==> src/rtl/fs_25_seq_if.sv <==
// Handshake bundle for the chunked 25-bit subtractor: operand side (in_*) and result side (out_*).
// Ports: in_valid/in_ready + a, b, bin toward the block; out_valid/out_ready + d, bout, zero from it.
// Modports: master is the operand source / result consumer, slave is the subtractor itself.
interface fs_25_seq_if #(
    parameter int DATA_WIDTH = 25
);
    logic                  in_valid;
    logic                  in_ready;
    logic [DATA_WIDTH-1:0] a;
    logic [DATA_WIDTH-1:0] b;
    logic                  bin;
    logic                  out_valid;
    logic                  out_ready;
    logic [DATA_WIDTH-1:0] d;
    logic                  bout;
    logic                  zero;

    modport master (
        output in_valid, a, b, bin, out_ready,
        input  in_ready, out_valid, d, bout, zero
    );

    modport slave (
        input  in_valid, a, b, bin, out_ready,
        output in_ready, out_valid, d, bout, zero
    );
endinterface

==> src/rtl/fs_25_seq.sv <==
// Multi-cycle subtractor d = a - b - bin, one CHUNK-bit slice per cycle, LSB slice first, borrow rippled.
// Latency: out_valid high NCHUNK cycles after the accept edge; one operation in flight at a time.
// Backpressure: in_ready only in IDLE; result held in DONE until out_ready; ports clk, rst, bus (slave).
module fs_25_seq #(
    parameter int DATA_WIDTH = 25,
    parameter int CHUNK      = 8
) (
    input  logic        clk,
    input  logic        rst,
    fs_25_seq_if.slave  bus
);
    localparam int NCHUNK = (DATA_WIDTH + CHUNK - 1) / CHUNK;
    // Width of the top slice: the remainder, or a full chunk when it divides evenly.
    localparam int LAST_W = DATA_WIDTH - (NCHUNK - 1) * CHUNK;
    localparam int IDX_W  = (NCHUNK > 1) ? $clog2(NCHUNK) : 1;

    typedef enum logic [1:0] {
        IDLE = 2'd0,
        CALC = 2'd1,
        DONE = 2'd2
    } state_t;

    state_t                state;
    state_t                state_nxt;
    logic [IDX_W-1:0]      idx;
    logic [DATA_WIDTH-1:0] a_q;
    logic [DATA_WIDTH-1:0] b_q;
    logic [DATA_WIDTH-1:0] d_q;
    logic                  brw;
    logic                  bout_q;
    logic                  zero_q;

    logic                  last;
    logic [CHUNK-1:0]      a_ch;
    logic [CHUNK-1:0]      b_ch;
    logic [CHUNK:0]        diff;
    logic                  brw_nxt;
    logic [DATA_WIDTH-1:0] chunk_mask;
    logic [DATA_WIDTH-1:0] d_nxt;

    // Slice datapath. Shifting the operands down leaves zeros above the
    // valid bits of the top slice, so the same subtractor serves every slice.
    always_comb begin
        last       = (idx == IDX_W'(NCHUNK - 1));
        a_ch       = CHUNK'(a_q >> (idx * CHUNK));
        b_ch       = CHUNK'(b_q >> (idx * CHUNK));
        diff       = {1'b0, a_ch} - {1'b0, b_ch} - {{CHUNK{1'b0}}, brw};
        // On the narrow top slice a negative result sign-fills upward, so bit
        // LAST_W is the borrow out of the valid bits.
        brw_nxt    = last ? diff[LAST_W] : diff[CHUNK];
        chunk_mask = DATA_WIDTH'({CHUNK{1'b1}}) << (idx * CHUNK);
        // Bits shifted past DATA_WIDTH drop off, keeping only the valid top bits.
        d_nxt      = (d_q & ~chunk_mask)
                   | ((DATA_WIDTH'(diff[CHUNK-1:0]) << (idx * CHUNK)) & chunk_mask);
    end

    always_ff @(posedge clk) begin
        if (rst) begin
            state <= IDLE;
        end else begin
            state <= state_nxt;
        end
    end

    always_comb begin
        state_nxt = state;
        case (state)
            IDLE: if (bus.in_valid) state_nxt = CALC;
            CALC: if (last)         state_nxt = DONE;
            DONE: if (bus.out_ready) state_nxt = IDLE;
            default:                state_nxt = IDLE;
        endcase
    end

    always_ff @(posedge clk) begin
        if (rst) begin
            idx    <= '0;
            a_q    <= '0;
            b_q    <= '0;
            d_q    <= '0;
            brw    <= 1'b0;
            bout_q <= 1'b0;
            zero_q <= 1'b0;
        end else begin
            case (state)
                IDLE: begin
                    if (bus.in_valid) begin
                        a_q <= bus.a;
                        b_q <= bus.b;
                        brw <= bus.bin;
                        d_q <= '0;
                        idx <= '0;
                    end
                end
                CALC: begin
                    d_q <= d_nxt;
                    brw <= brw_nxt;
                    if (last) begin
                        bout_q <= brw_nxt;
                        zero_q <= (d_nxt == '0);
                    end else begin
                        idx <= idx + 1'b1;
                    end
                end
                default: ;
            endcase
        end
    end

    assign bus.in_ready  = (state == IDLE);
    assign bus.out_valid = (state == DONE);
    assign bus.d         = d_q;
    assign bus.bout      = bout_q;
    assign bus.zero      = zero_q;
endmodule

==> src/flat_wrapper.sv <==
// flat-port wrapper written by rule: the top's interface ports become plain ports
module fs_25_seq_flat 
#(
    parameter int DATA_WIDTH = 25,
    parameter int CHUNK      = 8
)
  (clk, rst, bus_in_valid, bus_a, bus_b, bus_bin, bus_out_ready, bus_in_ready, bus_out_valid, bus_d, bus_bout, bus_zero);
  fs_25_seq_if #(.DATA_WIDTH(DATA_WIDTH)) bus_i ();
  input  logic clk;
  input  logic rst;
  input wire logic [$bits(bus_i.in_valid)-1:0] bus_in_valid;
  input wire logic [$bits(bus_i.a)-1:0] bus_a;
  input wire logic [$bits(bus_i.b)-1:0] bus_b;
  input wire logic [$bits(bus_i.bin)-1:0] bus_bin;
  input wire logic [$bits(bus_i.out_ready)-1:0] bus_out_ready;
  output wire logic [$bits(bus_i.in_ready)-1:0] bus_in_ready;
  output wire logic [$bits(bus_i.out_valid)-1:0] bus_out_valid;
  output wire logic [$bits(bus_i.d)-1:0] bus_d;
  output wire logic [$bits(bus_i.bout)-1:0] bus_bout;
  output wire logic [$bits(bus_i.zero)-1:0] bus_zero;
  assign bus_i.in_valid = bus_in_valid;
  assign bus_i.a = bus_a;
  assign bus_i.b = bus_b;
  assign bus_i.bin = bus_bin;
  assign bus_i.out_ready = bus_out_ready;
  assign bus_in_ready = bus_i.in_ready;
  assign bus_out_valid = bus_i.out_valid;
  assign bus_d = bus_i.d;
  assign bus_bout = bus_i.bout;
  assign bus_zero = bus_i.zero;
  fs_25_seq #(.DATA_WIDTH(DATA_WIDTH), .CHUNK(CHUNK)) u_core (.clk(clk), .rst(rst), .bus(bus_i));
endmodule
==> config.mk <==
export PLATFORM = sky130hd
export DESIGN_NAME = fs_25_seq_flat
export DESIGN_NICKNAME = d
export VERILOG_FILES = /design/src/rtl/fs_25_seq_if.sv /design/src/rtl/fs_25_seq.sv /design/src/flat_wrapper.sv
export SDC_FILE = /design/constraint.sdc
export NUM_CORES = 1
export LEC_CHECK = 0
export CAP_MARGIN = 20
export CORE_UTILIZATION = 35
export DETAILED_ROUTE_END_ITERATION = 10
export PLACE_DENSITY_LB_ADDON = 0.1
export RECOVER_POWER = 50
export SETUP_SLACK_MARGIN = 0.1
export SLEW_MARGIN = 20
export SYNTH_ARGS = -nofsm -noshare
export SYNTH_HDL_FRONTEND = slang
export SYNTH_SLANG_ARGS = --single-unit
export TNS_END_PERCENT = 100
==> constraint.sdc <==
create_clock -name clk -period 8.3 [get_ports clk]
set_input_delay 1.66 -clock clk [delete_from_list [all_inputs] [get_ports clk]]
set_output_delay 1.66 -clock clk [all_outputs]
set_load 0.01 [all_outputs]
==> summary.md <==
| Metric | Value |
|---|---|
| Outcome | finished, violations left |
| Violations in the final reports | max-capacitance violations, max-slew violations |
| GRT busiest layer | met2 |
| # Max-Cap Violations | 1 |
| Clock Pin Slew Worst Setup and Hold Paths | 0.10 ns |
| Hold Path Sink | u_core.a_q[5] |
| Number of global-route vias before repair | 3411 |
| Crit path DAT | 5.26 ns |
| Flop2flop setup slack | 4.40 ns |
| Internal Power | 0.000629 W |
| Clock network power share | 30.4% |
| Number of routed nets with antenna violations | 0 |
| Proportion of power drawn by flip-flops and latches | 45.3% |
| Achievable Freq | 194 MHz |
| Area growth syn-to-layout | 28.3% |
| Number of enable-type register cells in the synthesized netlist | 0 |
| Fraction of final layout cells with drive strength greater than 1 | 5.14% |
| Type of element capturing the critical path | register |
| Number of vias per cell | 5.01 |
| Number of buffers added for setup after CTS | 0 |
| CTS buffer count | 9 |
| Global route overflow | 0 |
| Antenna cells | 0 |
| Switching Power | 0.000314 W |
| Starting density of the core | 35.9% |
| Clock Skew | 0.0129 ns |
| Detailed-route wire length per cell | 13.9 µm |
| Die Span Y | 107 µm |
| Remaining max-slew budget at the tightest pin | -137% |
| Minimum hold slack | 0.458 ns |
| R2R depth | 12 |
| Pleak | 1.93 nW |
| Largest incremental delay on the critical path | 2.49 ns |
| Data required, critical path | 8.41 ns |
| Final setup vio count | 0 |
| Floorplan core area | 0.0108 mm² |
| Global placement routability congestion | 0.798 |
| Placed wire-length estimate | 6.95 mm |
| Area enclosed by the die boundary | 0.0115 mm² |
| Detailed-routing iteration count for the pre-antenna-repair pass | 6 |
| Combined area of all synthesized cells | 0.00388 mm² |
| Slowest cell on crit path | sky130_fd_sc_hd__clkbuf_1 |
| Max Root-Sink Buffers | 2 |
| Commonest non-fill, non-tap cell in the layout | sky130_fd_sc_hd__nand2_1 |
| Actual slew at the worst max-slew pin | 3.55 ns |
| Origin of the worst min-delay path | u_core.a_q[5] |
| Tcrit/Tclk final | 62.0% |
| Post-synthesis sequential area ratio | 42.3% |
| Hold crit path type | reg2reg |
| Nature of the critical path startpoint | input pin |
| Yosys warning total | 0 |
| Count of mapped cells out of synthesis | 492 |
| Final Hold Viols | 0 |
| Endpoint of the most critical register-to-register path | u_core.brw |
| Number of rows in the core area | 38 |
| M3 GR Usage | 4.62% |
| Number of nets at the end of the flow | 632 |
| Clock tree from TritonCTS | done |
| Sw Ratio | 33.3% |
| Global-route wire length before repair | 16.3 mm |
| Worst r2r src | u_core.idx[0] |
| Top_reg_cell synth | sky130_fd_sc_hd__dfxtp_1 |
| Combinational fraction of design power | 24.2% |
| Avg Inst Size Synth | 7.88 µm² |
| Remaining routing DRC violations | 0 |
| Cell count of the worst hold path | 2 |
| Summed negative setup slack over all endpoints | 0 ns |
| Clock period minus final worst setup slack | 5.15 ns |
| Count of pins on the block boundary | 84 |
| Top library cells by usage in the layout, fill and taps aside | sky130_fd_sc_hd__nand2_1 (118), sky130_fd_sc_hd__dfxtp_1 (82), sky130_fd_sc_hd__a21oi_1 (73), sky130_fd_sc_hd__clkdlybuf4s50_1 (55), sky130_fd_sc_hd__nor2_1 (37) |
| Power Total | 0.000944 W |
| Num Clock Sinks | 82 |
| Post-synthesis async set-or-reset flop share | 0% |
| Met2 GRT Util | 31.0% |
| Maximum number of pins on one net before global-route repair | 82 |
| Iteration-0 DRC Markers | 88 |
| Number of levels in the clock H-tree | 3 |
| Unrepaired setup endpoints after global routing | false |
| Antenna violations before repair | 0 |
| Post-synth net total | 565 |
| Horiz. Die Dim | 107 µm |
| Hold-fix buffer count after cts | 0 |
| Total GRT Usage | 18.1% |
| Cells along the critical path | buf_2 -> clkbuf_1 -> inv_1 -> nand3_1 -> o41ai_1 |
| Worst setup path category | in2reg |
| Final core utilization | 46.1% |
| Clock Tree Root | sky130_fd_sc_hd__clkbuf_8 |
| Unique masters post-synth | 43 |
| Detailed-route via count | 3527 |
| I/O Buffers | 83 |
| Grt met1 use | 21.9% |
| Post-Route WL | 9.78 mm |
| Largest fanout on the critical path | 81 |
| Power density of the placed cells | 190 mW/mm² |
| Max Transition Viols Final | 82 |
| Worst VDD drop | 0.0000656 V |
| Post-synthesis sequential element count | 82 |
| Post-CTS Resized | 0 |
| Clk Latency, worst-skew pair | 0.37 ns |
synthesized netlist by cell type, types with 2 or more instances:
library cell               number  area share, %
sky130_fd_sc_hd__fa_1           2            1.0
sky130_fd_sc_hd__xor2_1         2           0.45
sky130_fd_sc_hd__a22oi_1       19            3.7
sky130_fd_sc_hd__a21oi_1       73            9.4
sky130_fd_sc_hd__nor4_1         3           0.48
sky130_fd_sc_hd__dfxtp_1       82             42
sky130_fd_sc_hd__nand3_1        9            1.2
sky130_fd_sc_hd__nor2b_1        3           0.48
sky130_fd_sc_hd__nand2b_1       4           0.65
sky130_fd_sc_hd__nor2_1        37            3.6
sky130_fd_sc_hd__mux2i_1       17            4.4
sky130_fd_sc_hd__xnor2_1        5            1.1
sky130_fd_sc_hd__buf_2          4           0.52
sky130_fd_sc_hd__o31ai_1        2           0.39
sky130_fd_sc_hd__nand2_1      118             11
sky130_fd_sc_hd__inv_1         24            2.3
sky130_fd_sc_hd__nor3_1         7           0.90
sky130_fd_sc_hd__mux4_2         2            1.2
sky130_fd_sc_hd__clkbuf_1      23            2.2
sky130_fd_sc_hd__o21ai_0       12            1.5
sky130_fd_sc_hd__ha_1          16            5.2
sky130_fd_sc_hd__and3_1         2           0.32
sky130_fd_sc_hd__buf_1          4           0.39
sky130_fd_sc_hd__o22ai_1        3           0.48
critical path, delay by kind of cell:
kind,cells,cell delay [ns]
AO/OA/AOI/OAI,1,0.10
buffers and inverters,3,3.17
AND/OR/NAND/NOR,1,0.30
worst max path at each step:
stage                  startpoint              end  cells after the start
floorplan           u_core.idx[0]       u_core.brw                     14
global placement    u_core.idx[1]       u_core.brw                     10
finish                        rst  u_core.bus.d[7]                      5
detailed placement  u_core.idx[1]       u_core.brw                     10
global route                  rst  u_core.bus.d[7]                      5
CTS                 u_core.idx[1]       u_core.brw                     10
stage by stage:
stage                     cells  instance area (µm²)  setup WS, ns
final                       704                 4970          3.15
after global routing        704                 4970          2.70
after CTS                   703                 4970          4.14
after detailed placement    687                 4780          4.15
after global placement      687                 4780          4.27
after floorplan             492                 3880          4.56
metal layers:
| metal | share of wire (%) | wire length (µm) |
|---|---|---|
| met5 | 0 | 0 |
| met4 | 1.6 | 157 |
| met3 | 5.2 | 513 |
| met2 | 47 | 4610 |
| met1 | 46 | 4500 |
power groups by stage:
stage               Combinational [W]  Sequential (W)  Clock [W]
floorplan                    0.000151        0.000433          0
global placement             0.000230        0.000437          0
detailed placement           0.000231        0.000437          0
CTS                          0.000232        0.000428   0.000296
global route                 0.000256        0.000431   0.000307
finish                       0.000229        0.000428   0.000287
kinds of logic after synthesis:
logic type	share of synthesized area, %
multiplexers	5.55
flip-flops	42.3
AND/OR/NAND/NOR	19.9
XOR/XNOR	1.58
AO/OA/AOI/OAI	19.0
adder cells (fa/ha/maj)	6.20
buffers and inverters	5.46
flip-flops by register name, summed over array words and instances, names as in the netlist:
register	flops
u_core.a_q	25
u_core.b_q	25
u_core.brw	1
u_core.bus.bout	1
u_core.bus.d	25
u_core.bus.zero	1
u_core.idx	2
u_core.state	2
layout make-up:
cell class	count	area, µm²
Multi-Input combinational cell	355	2020
Timing Repair Buffer	87	852
Clock inverter	7	67.6
Sequential cell	82	1640
Tap cell	140	175
Clock buffer	9	124
Inverter	24	90.1
Fill cell	1119	5820
Note: power is estimated with default switching activity, not from simulation.
==> RTL edit: new RTL, same settings <==
`CHUNK` is set to 8 in 2 places; all go to 16.
--- a/src/rtl/fs_25_seq.sv
+++ b/src/rtl/fs_25_seq.sv
@@ -3,7 +3,7 @@
 // Backpressure: in_ready only in IDLE; result held in DONE until out_ready; ports clk, rst, bus (slave).
 module fs_25_seq #(
     parameter int DATA_WIDTH = 25,
-    parameter int CHUNK      = 8
+    parameter int CHUNK      = 16
 ) (
     input  logic        clk,
     input  logic        rst,
--- a/src/flat_wrapper.sv
+++ b/src/flat_wrapper.sv
@@ -2,7 +2,7 @@
 module fs_25_seq_flat 
 #(
     parameter int DATA_WIDTH = 25,
-    parameter int CHUNK      = 8
+    parameter int CHUNK      = 16
 )
   (clk, rst, bus_in_valid, bus_a, bus_b, bus_bin, bus_out_ready, bus_in_ready, bus_out_valid, bus_d, bus_bout, bus_zero);
   fs_25_seq_if #(.DATA_WIDTH(DATA_WIDTH)) bus_i ();
Behaviour: not the same (Yosys sat finds a counterexample within 4 cycles, from zero or initial values and one cycle with rst high).
==> RTL edit against the unedited design <==
The run still ends with capacitance limit, slew limit left. Combinational power increased by 75%. Routed wire length increased by 7.8%. Area after synthesis increased by 10%. Total power increased by 34%. Count of clock-buffer cells in the layout increased by 1. Non-clock buffer count unchanged. Final area increased by 11%. Maximum frequency increased by 9.4%. Sequential cell count decreased by 1. Setup slack improved by 0.44 ns. Sequential power increased by 3%. Worst hold slack got worse by 0.0070 ns. Largest cell class unchanged.
==> RTL edit: results (changes against the unedited design) <==
| Metric | Value |
|---|---|
| Met1 WL | 5496 um (+22%) |
| Sequential power share | 34.9% (-10 points) |
| Final Net Count | 688 (+8.9%) |
| Clock-pin slew on the worst setup and hold paths | 0.06 ns (-0.04 ns) |
| Largest net degree at the start of global routing | 85 (+3.7%) |
| Reg2reg end | u_core.bus.d[15]$_SDFFE_PP0P_ |
| Violated checks | capacitance limit, slew limit |
| Adder-cell area share of the yosys netlist | 9.117% (+2.9 points) |
| Share of layout cells above drive strength 1 | 6.414% (+1.3 points) |
| Xor/xnor cell area share of the yosys netlist | 2.046% (+0.46 points) |
| M2 GR Usage | 26.38% (-4.6 points) |
| Logic power comb | 401 uW (+75%) |
| P_leak | 0.002238 uW (+16%) |
| Multiplexer share of the synthesized area | 4.793% (-0.76 points) |
| Hold_sp | u_core.b_q[12]$_SDFFE_PP0P_ |
| Status | finished with violations |
| Synth area leaders | dfxtp_1, nand2_1, ha_1 |
| First-pass GRT wire length | 17,820 um (+9.3%) |
| Netlist cell types | 52 (+21%) |
| Antenna cells | 0 (unchanged) |
| Wire length on met2 | 4503 um (-2.3%) |
| M1 GR Usage | 25.33% (+3.5 points) |
| Hold slack | 0.4512 ns (-0.007008 ns) |
| Fin. max-slew vios | 85 (+3.7%) |
| Initial DRC count | 186 (+110%) |
| CP Max Fanout | 84 (+3.7%) |
| All-Layer GR Usage | 17.62% (-0.45 points) |
| Final design utilization | 46.09% (about the same) |
| Synth top cells by count | nand2_1, dfxtp_1, a21oi_1 |
| Clk_lat worst skew | 0.34 ns (-0.03 ns) |
| Vias per cell | 4.992 (-0.36%) |
| YS warnings | 0 (unchanged) |
| Routed len/inst | 13.96 um (+0.48%) |
| Last element of the critical path | u_core.brw$_SDFFE_PP0P_ |
| WP data arrival | 4.78 ns (-0.48 ns) |
| Max Cap Viol | 1 (unchanged) |
| Peak supply drop | 0.00008270 V (+26%) |
| Vias in the first global route | 3,619 (+6.1%) |
| Hold EP | u_core.b_q[12]$_SDFFE_PP0P_ |
| NetSw | 403.8 uW (+28%) |
| Post-DP HPWL | 7747 um (+11%) |
| Slowest stage delay, CP | 2.55 ns (+0.06 ns) |
| Flop2flop setup slack | 4.16 ns (-0.24 ns) |
| Worst-Margin Slew | 3.632 ns (+0.08204 ns) |
| FILL cells | 1,186 (+6.0%) |
| Drt pass-1 iters | 4 (-2) |
| GR Util met3 | 2.430% (-2.2 points) |
| Placer Congestion | 0.8141 (+2.1%) |
| PwrDens | 228.7 mW/mm^2 (+21%) |
| Syn_nets | 621 (+9.9%) |
| Seq/Total Area, Yosys | 37.87% (-4.5 points) |
| Worst-case reg-to-reg path depth | 11 (-1) |
| RR Startpoint | u_core.idx$_SDFFE_PP0P_ |
| Root Buffer | clkbuf_16 |
| Met3 wire len | 374 um (-27%) |
==> RTL edit: cell types whose count changed after synthesis, sizes merged, moves of 4 or more <==
| cell | delta |
|---|---|
| clkbuf | +7 |
| mux2 | +9 |
| nor2b | +10 |
| inv | +7 |
| or3 | +4 |
| ha | +12 |
| nand3 | -6 |
| mux2i | -7 |
| o21ai | -4 |
| nand2b | +6 |
| a21oi | -11 |
| buf | -7 |
==> RTL edit: layout make-up <==
class                      count  area, um^2  area share (%)
inverter                      31       116.4           2.111
timing repair buffer          87       855.8           15.52
clock inverter                 6       82.58           1.498
tap                          147       183.9           3.336
clock buffer                  10       229.0           4.153
sequential                    81        1622           29.41
multi-input combinational    393        2424           43.96
==> RTL edit: per-stage QoR <==
stage | cells | area (um^2) | setup WS [ns]
detailed placement | 739 | 5205 | 4.304
finish | 755 | 5513 | 3.595
CTS | 755 | 5517 | 4.289
global route | 755 | 5513 | 3.241
floorplan | 536 | 4282 | 4.454
global placement | 738 | 5191 | 4.240
